### config.mk
export PLATFORM = sky130hd
export DESIGN_NAME = mem_arbiter
export DESIGN_NICKNAME = d
export VERILOG_FILES = /design/src/rtl/mem_arbiter.sv
export SDC_FILE = /design/constraint.sdc
export NUM_CORES = 1
export LEC_CHECK = 0
export BUFFER_PORTS_ARGS = -buffer_cell sky130_fd_sc_hd__buf_2
export CAP_MARGIN = 25
export CORE_AREA = 2 2 97 99
export DETAILED_ROUTE_END_ITERATION = 10
export DIE_AREA = 0 0 99 101
export PLACE_DENSITY = 0.89
export SETUP_SLACK_MARGIN = 0.4
export SYNTH_ARGS = -nofsm -noshare
export SYNTH_HDL_FRONTEND = slang
export SYNTH_SLANG_ARGS = --single-unit
### constraint.sdc
create_clock -name clk -period 5.66 [get_ports clk]
set_clock_uncertainty 0.2 [all_clocks]
set_input_delay 1.132 -clock clk [delete_from_list [all_inputs] [get_ports clk]]
set_output_delay 1.132 -clock clk [all_outputs]
set_load 0.005 [all_outputs]
### src/rtl/mem_arbiter.sv
// Two-port memory arbiter: round-robin between data-cache (read block / write word) and instruction-cache (read block) requests.
// Latency: grant 1 cycle after an accepted request; read words forwarded combinationally; done 1 cycle after last word, mem_done or timeout.
// Backpressure: requests are level-held until done; memory stalls are absorbed in WAIT (bounded by TIMEOUT) and BURST (unbounded).
module mem_arbiter #(
    parameter int DATA_WIDTH = 32,
    parameter int ADDR_WIDTH = 32,
    parameter int BLOCK_SIZE = 4,
    parameter int TIMEOUT    = 63
) (
    input  logic                          clk,
    input  logic                          reset,
    input  logic                          p0_rd,
    input  logic                          p0_wr,
    input  logic [ADDR_WIDTH-1:0]         p0_addr,
    input  logic [DATA_WIDTH-1:0]         p0_wdata,
    input  logic                          p1_rd,
    input  logic [ADDR_WIDTH-1:0]         p1_addr,
    output logic                          p0_gnt,
    output logic                          p1_gnt,
    output logic                          p0_rvalid,
    output logic                          p1_rvalid,
    output logic                          p0_done,
    output logic                          p1_done,
    output logic [DATA_WIDTH-1:0]         rdata,
    output logic [$clog2(BLOCK_SIZE)-1:0] rword,
    output logic                          err,
    output logic                          busy,
    output logic                          mem_rd_en,
    output logic                          mem_wr_en,
    output logic [ADDR_WIDTH-1:0]         mem_addr,
    output logic [DATA_WIDTH-1:0]         mem_wdata,
    input  logic                          mem_ready,
    input  logic                          mem_done,
    input  logic                          mem_rvalid,
    input  logic [DATA_WIDTH-1:0]         mem_rd_data
);
    localparam int WORD_W = $clog2(BLOCK_SIZE);
    localparam int CNT_W  = $clog2(TIMEOUT + 1);
    localparam logic [CNT_W-1:0]      WAIT_LAST = CNT_W'(TIMEOUT - 1);
    localparam logic [WORD_W-1:0]     WORD_LAST = WORD_W'(BLOCK_SIZE - 1);
    localparam logic [ADDR_WIDTH-1:0] BLK_MASK  = ~ADDR_WIDTH'(BLOCK_SIZE - 1);

    typedef enum logic [2:0] {IDLE, ISSUE, WAIT, BURST, FINISH} state_t;

    state_t                state, state_nxt;
    logic                  owner;       // 0 = port 0, 1 = port 1
    logic                  op_wr;
    logic                  last_grant;
    logic                  timed_out;
    logic [ADDR_WIDTH-1:0] addr_q;
    logic [DATA_WIDTH-1:0] wdata_q;
    logic [WORD_W-1:0]     word_cnt;
    logic [CNT_W-1:0]      wait_cnt;

    logic p0_req, p1_req, pick_p1, start, beat, last_beat, wait_hit, wait_expire;

    assign p0_req    = p0_rd | p0_wr;
    assign p1_req    = p1_rd;
    // On a tie the port that did not win last time goes first.
    assign pick_p1   = (p0_req && p1_req) ? ~last_grant : p1_req;
    assign start     = (state == IDLE) && mem_ready && (p0_req || p1_req);
    assign beat      = ((state == WAIT) || (state == BURST)) && !op_wr && mem_rvalid;
    assign last_beat = beat && (word_cnt == WORD_LAST);
    assign wait_hit  = op_wr ? mem_done : mem_rvalid;
    assign wait_expire = (state == WAIT) && !wait_hit && (wait_cnt == WAIT_LAST);

    always_comb begin
        state_nxt = state;
        case (state)
            IDLE:    if (start) state_nxt = ISSUE;
            ISSUE:   state_nxt = WAIT;
            WAIT: begin
                if (wait_hit)
                    state_nxt = (op_wr || last_beat) ? FINISH : BURST;
                else if (wait_expire)
                    state_nxt = FINISH;
            end
            BURST:   if (last_beat) state_nxt = FINISH;
            FINISH:  state_nxt = IDLE;
            default: state_nxt = IDLE;
        endcase
    end

    always_comb begin
        p0_gnt    = 1'b0;
        p1_gnt    = 1'b0;
        p0_done   = 1'b0;
        p1_done   = 1'b0;
        err       = 1'b0;
        mem_rd_en = 1'b0;
        mem_wr_en = 1'b0;
        mem_addr  = '0;
        mem_wdata = '0;
        if (state == ISSUE) begin
            p0_gnt    = ~owner;
            p1_gnt    = owner;
            mem_rd_en = ~op_wr;
            mem_wr_en = op_wr;
            mem_addr  = addr_q;
            mem_wdata = op_wr ? wdata_q : '0;
        end
        if (state == FINISH) begin
            p0_done = ~owner;
            p1_done = owner;
            err     = timed_out;
        end
    end

    assign p0_rvalid = beat & ~owner;
    assign p1_rvalid = beat & owner;
    assign rdata     = beat ? mem_rd_data : '0;
    assign rword     = beat ? word_cnt : '0;
    assign busy      = (state != IDLE);

    always_ff @(posedge clk or posedge reset) begin
        if (reset)
            state <= IDLE;
        else
            state <= state_nxt;
    end

    always_ff @(posedge clk or posedge reset) begin
        if (reset) begin
            owner      <= 1'b0;
            op_wr      <= 1'b0;
            last_grant <= 1'b1;
            timed_out  <= 1'b0;
            addr_q     <= '0;
            wdata_q    <= '0;
            word_cnt   <= '0;
            wait_cnt   <= '0;
        end else begin
            if (start) begin
                owner     <= pick_p1;
                op_wr     <= !pick_p1 && p0_wr;
                timed_out <= 1'b0;
                wdata_q   <= p0_wdata;
                // Writes address a single word; reads fetch the whole aligned block.
                if (pick_p1)
                    addr_q <= p1_addr & BLK_MASK;
                else if (p0_wr)
                    addr_q <= p0_addr;
                else
                    addr_q <= p0_addr & BLK_MASK;
            end
            if (wait_expire)
                timed_out <= 1'b1;
            if (beat)
                word_cnt <= word_cnt + WORD_W'(1);
            if ((state == WAIT) && (state_nxt == WAIT))
                wait_cnt <= wait_cnt + CNT_W'(1);
            else
                wait_cnt <= '0;
            if (state == FINISH)
                last_grant <= owner;
        end
    end
endmodule

# Word level (Yosys, flattened, before mapping)
# Index checks and enable logic that the tools add are counted.
# op_classes
addsub	2
mul	0
div_mod_pow	0
n_lt_le_gt_ge	0
n_eq_ne	7
n_shift	0
n_mux	25
bitwise	6
n_reduce_logical	19
# op_table
operator	n
$mux W32	5
$mux W3	5
$pmux W3 S4	1
$mux W1	11
$logic_and A1 B1 Y1	10
$eq A3 B2 Y1 const B	3
$add A6 B1 Y6 const B	1
$eq A6 B6 Y1 const B	1
$mux W6	1
$mux W2	2
$eq A3 B1 Y1 const B	1
$eq A3 B3 Y1 const B	1
$logic_not A1 Y1	3
$logic_not A3 Y1	1
$logic_or A1 B1 Y1	3
$not A1 Y1	3
$reduce_bool A3 Y1	1
$add A2 B1 Y2 const B	1
$and A1 B1 Y1	2
$eq A2 B2 Y1 const B	1
$reduce_bool A2 Y1	1
$or A1 B1 Y1	1
# totals
reg_bits	79
latch_bits	0
ram_bits	0
mem_bits_ro	0
word_cells	68
n_memories	0

# Depth between registers and ports, before layout
# logic_depth
depth_word	12
depth_mapped	7
depth_no_buf	6

# Worst setup path after synthesis
# No wires, ideal clock.
# synth_timing
kind	input port to output port
start	input port mem_rvalid
end	output port rdata[10]
t_arrival_ns	1.885
required_ns	4.328
slack_ns	2.443
path_stages	4
path_buffers	2
cell_sequence	and4bb_2 > clkbuf_2 > clkbuf_1 > and2_1
# synth_via
elab_chain_cells	2
# synth_rtl
element	line	rtl
start: declaration	34	input logic mem_rvalid,
$logic_and A1 B1 Y1	62	assign beat = ((state == WAIT) || (state == BURST)) && !op_wr && mem_rvalid;
$mux W32	111	assign rdata = beat ? mem_rd_data : '0;
end: declaration	24	output logic [DATA_WIDTH-1:0] rdata,
# No other way between the ends.

# Worst setup path in the final report
# layout_timing
start	register state[0]
end	output port mem_wdata[7]
# layout_via
elab_chain_cells	2
# layout_rtl
element	line	rtl
start: declaration	45	state_t state, state_nxt;
start signal: assignment	119	state <= state_nxt;
$eq A3 B1 Y1	94	if (state == ISSUE) begin
$mux W32	94	
end: declaration	31	output logic [DATA_WIDTH-1:0] mem_wdata,
# No other way between the ends.

==> impl_metrics.py <==
metrics = {
    "status": {
        "status": "finished clean",
    },
    "critical_path": {
        "start_kind": "flop",
        "crit_type": "reg -> out",
        "slowest_delay_ps": 550,
        "cp_max_fo": 48,
        "cp-end-kind": "primary output",
        "critical_path_required_ps": 4330,
        "crit_chain": "inv_1 -> nor3_4 -> buf_4 -> and3_1 -> buf_2",
        "cp_slowest_cell": "nor3_4",
        "path_buf_inv": 3,
        "cp.arrival_ps": 2340,
        "critPathTopFamily": "simple AND/OR/NAND/NOR gates",
    },
    "synth": {
        "yosysSeqAreaShare_pct": 47.9,
        "synthMuxAreaShare_pct": 0.273,
        "synth_top_family_by_area": "simple AND/OR/NAND/NOR gates",
        "yosysTopAreaCell": "dfrtp_1",
        "synth-adder-area-share_pct": 0.909,
        "synth.area.top_cells": "dfrtp_1 (47%), nand2_1 (13%), and2_1 (11%), a21oi_1 (7.3%), and3_1 (4.8%)",
        "yosys.area.top_type_share_pct": 47.3,
        "yosys_warnings": 0,
        "syn-cell-area_mm2": 0.00413,
        "synth_edf_count": 0,
        "ys_async_sr_fraction_pct": 100,
        "ys.flop_type": "dfrtp_1",
        "ys_types": 35,
        "synth_xor_area_share_pct": 1.06,
        "syn_inst": 502,
        "avgSynthCellArea_um2": 8.22,
        "synth_nets": 641,
        "synth-compound-area-share_pct": 9.61,
        "synthSimpleGateAreaFrac_pct": 35.2,
        "synth_seq_cells": 79,
    },
    "placement": {
        "numPortBuffers": 241,
        "gp_congestion": 0.893,
        "dpl_worst_slack_ps": 2170,
        "hpwl_mm": 9.15,
    },
    "sta": {
        "setup_viol": 0,
        "tightest_slew_ps": 952,
        "period_minus_slack_ps": 3670,
        "holdWs_ps": 269,
        "maxSlewHeadroom_pct": 36.4,
        "max_freq_mhz": 272,
        "rsz0062_at_grt": "no",
        "finalCritPeriodShare_pct": 64.9,
        "slew_violations": 0,
        "setup_slack_ps": 1990,
        "setup_tns_ps": 0,
        "hold_violations": 0,
    },
    "drt": {
        "ant_nets": 0,
        "routed_wirelength_mm": 12.4,
        "drt_iter0_drc": 210,
        "post_drt_via_cell_ratio": 5.12,
        "drc": 0,
        "via_count": 4310,
        "wl_per_cell_um": 14.8,
        "drt_pre_antenna_iters": 5,
    },
    "clock_tree": {
        "cts-resized-gates": 0,
        "ctsLongestPathBuffers": 2,
        "cts_sinks": 79,
        "clk_pin_slew_ps": 80,
        "clock_latency_ps": 330,
        "cts_tree": "built",
        "cts_htree_levels": 3,
        "numCtsBuffers": 9,
        "postCtsSetupRepairBufs": 0,
        "holdBufCountCts": 0,
        "cts-root-buf": "clkbuf_8",
    },
    "finish": {
        "fin_nets": 865,
        "area_growth_pct": 36.6,
        "fill_cells": 751,
        "drive_above_1_share_pct": 37.4,
        "antenna_cells": 0,
    },
    "power_and_ir_drop": {
        "seq_power_share_pct": 39.5,
        "p_clk_share_pct": 18.3,
        "power_mw": 2.45,
        "p_per_area_mw_per_mm2": 434,
        "p_leak_nw": 3.29,
        "pwr-share-comb_pct": 42.2,
        "p_sw_share_pct": 38.4,
        "irDropWorstVdd_v": 0.000257,
        "p_sw_uw": 941,
        "cellInternalPower_mw": 1.51,
    },
    "floorplanning": {
        "rows": 35,
        "initial_core_util_pct": 46.0,
        "core_mm2": 0.00898,
        "die_x_um": 99,
        "ios": 244,
        "die_h_um": 101,
        "die-area_mm2": 0.0100,
    },
    "global_route": {
        "grt_max_degree": 80,
        "grtUsageTotal_pct": 24.4,
        "overflow": 0,
        "antenna_found_initial": 0,
        "grt_pass1_vias": 4117,
        "grt_first_pass_wirelength_mm": 19.5,
    },
    "flow_run": {
        "max_cap_violations": 0,
    },
    "worst_hold_path": {
        "hold_path_class": "reg -> reg",
    },
}
[cells by family after synthesis]
group                    after synthesis
AND/OR/NAND/NOR                      301
AO/OA/AOI/OAI                         71
adder cells (fa/ha/maj)                3
XOR/XNOR                               5
multiplexers                           1
flip-flops                            79
buffers and inverters                 42
[per-layer routing]
layer	vias to the layer above	routed length, µm	track usage, %
met2	222	6390	42.9
met4	0	334	10.9
li1	2064	-	-
met5	-	0	0
met3	25	975	5.76
met1	1999	4710	28.4
[synth_stat cells (5+ instances only)]
cell type    n
nand2_1    142
dfrtp_1     78
and2_1      72
a21oi_1     60
and3_1      32
nor2_1      31
clkbuf_1    18
nor3_1       7
buf_4        6
inv_1        6
buf_2        5
clkbuf_2     5
nand3_1      5
[stage by stage]
step / util, % / cells / area (µm²)
2_1_floorplan: - / 502 / 4130
3_3_place_gp: 59.4 / 821 / 5330
3_5_place_dp: 59.6 / 822 / 5350
4_1_cts: 61.9 / 837 / 5560
5_1_grt: 62.8 / 841 / 5640
6_report: 62.8 / 841 / 5640
[power by group through the flow]
stage	Combinational, mW	Clock [mW]	Sequential [mW]
global route	1.17	0.483	0.999
floorplan	0.694	0	0.917
detailed placement	0.979	0	1.00
CTS	0.983	0.462	0.989
global placement	0.932	0	0.979
finish	1.03	0.447	0.968
[path summary, 6_finish.rpt]
| kind | slack, ps | end | startpoint | depth (start not counted) |
|---|---|---|---|---|
| worst min register to register | 270 | addr_q[1] | addr_q[1] | 2 |
| worst min-delay path | 270 | addr_q[1] | addr_q[1] | 2 |
| max in group asynchronous | 3930 | last_grant | reset | 4 |
| worst max register to register | 3260 | addr_q[3] | state[2] | 5 |
| worst max-delay path | 1990 | mem_wdata[7] | state[0] | 5 |
| min in group asynchronous | 680 | wdata_q[14] | reset | 3 |
[registers in the layout (all words and copies together) (netlist names)]
signal      cells
addr_q         32
last_grant      1
op_wr           1
owner           1
state           3
timed_out       1
wait_cnt        6
wdata_q        32
word_cnt        2
[cells in the final DEF, fill, tap and decap left out, types with 2 or more instances in the layout]
cell / synthesis / layout
nor4_1: 2 / 2
xor2_1: 3 / 3
buf_8: 0 / 2
and3_1: 32 / 32
and2_1: 72 / 72
bufinv_16: 0 / 2
o21ai_0: 3 / 3
nand3b_1: 2 / 2
nor3_1: 7 / 7
inv_1: 6 / 5
clkbuf_8: 0 / 9
buf_4: 6 / 3
buf_2: 5 / 241
dfrtp_1: 78 / 78
ha_1: 3 / 3
nor2_1: 31 / 31
nand3_1: 5 / 5
clkinv_2: 0 / 3
nor2b_1: 3 / 3
buf_12: 0 / 2
a21oi_1: 60 / 60
nand2_1: 142 / 142
xnor2_1: 2 / 2
[area by class of cell]
class	count	area, µm²	area share (%)
clock buffer	9	124	2.20
clock inverter	6	86.3	1.53
inverter	6	23.8	0.422
multi-input combinational	381	1960	34.8
sequential	79	1980	35.1
tap	111	139	2.46
timing repair buffer	249	1330	23.5
[worst reg2reg max path, stage by stage (launching register included)]
cell	delay (ps)
dfrtp_1	490
nor3_2	470
o311ai_4	400
buf_4	410
a21oi_1	210
a21oi_1	110
Note: power is estimated with default switching activity, not from simulation.
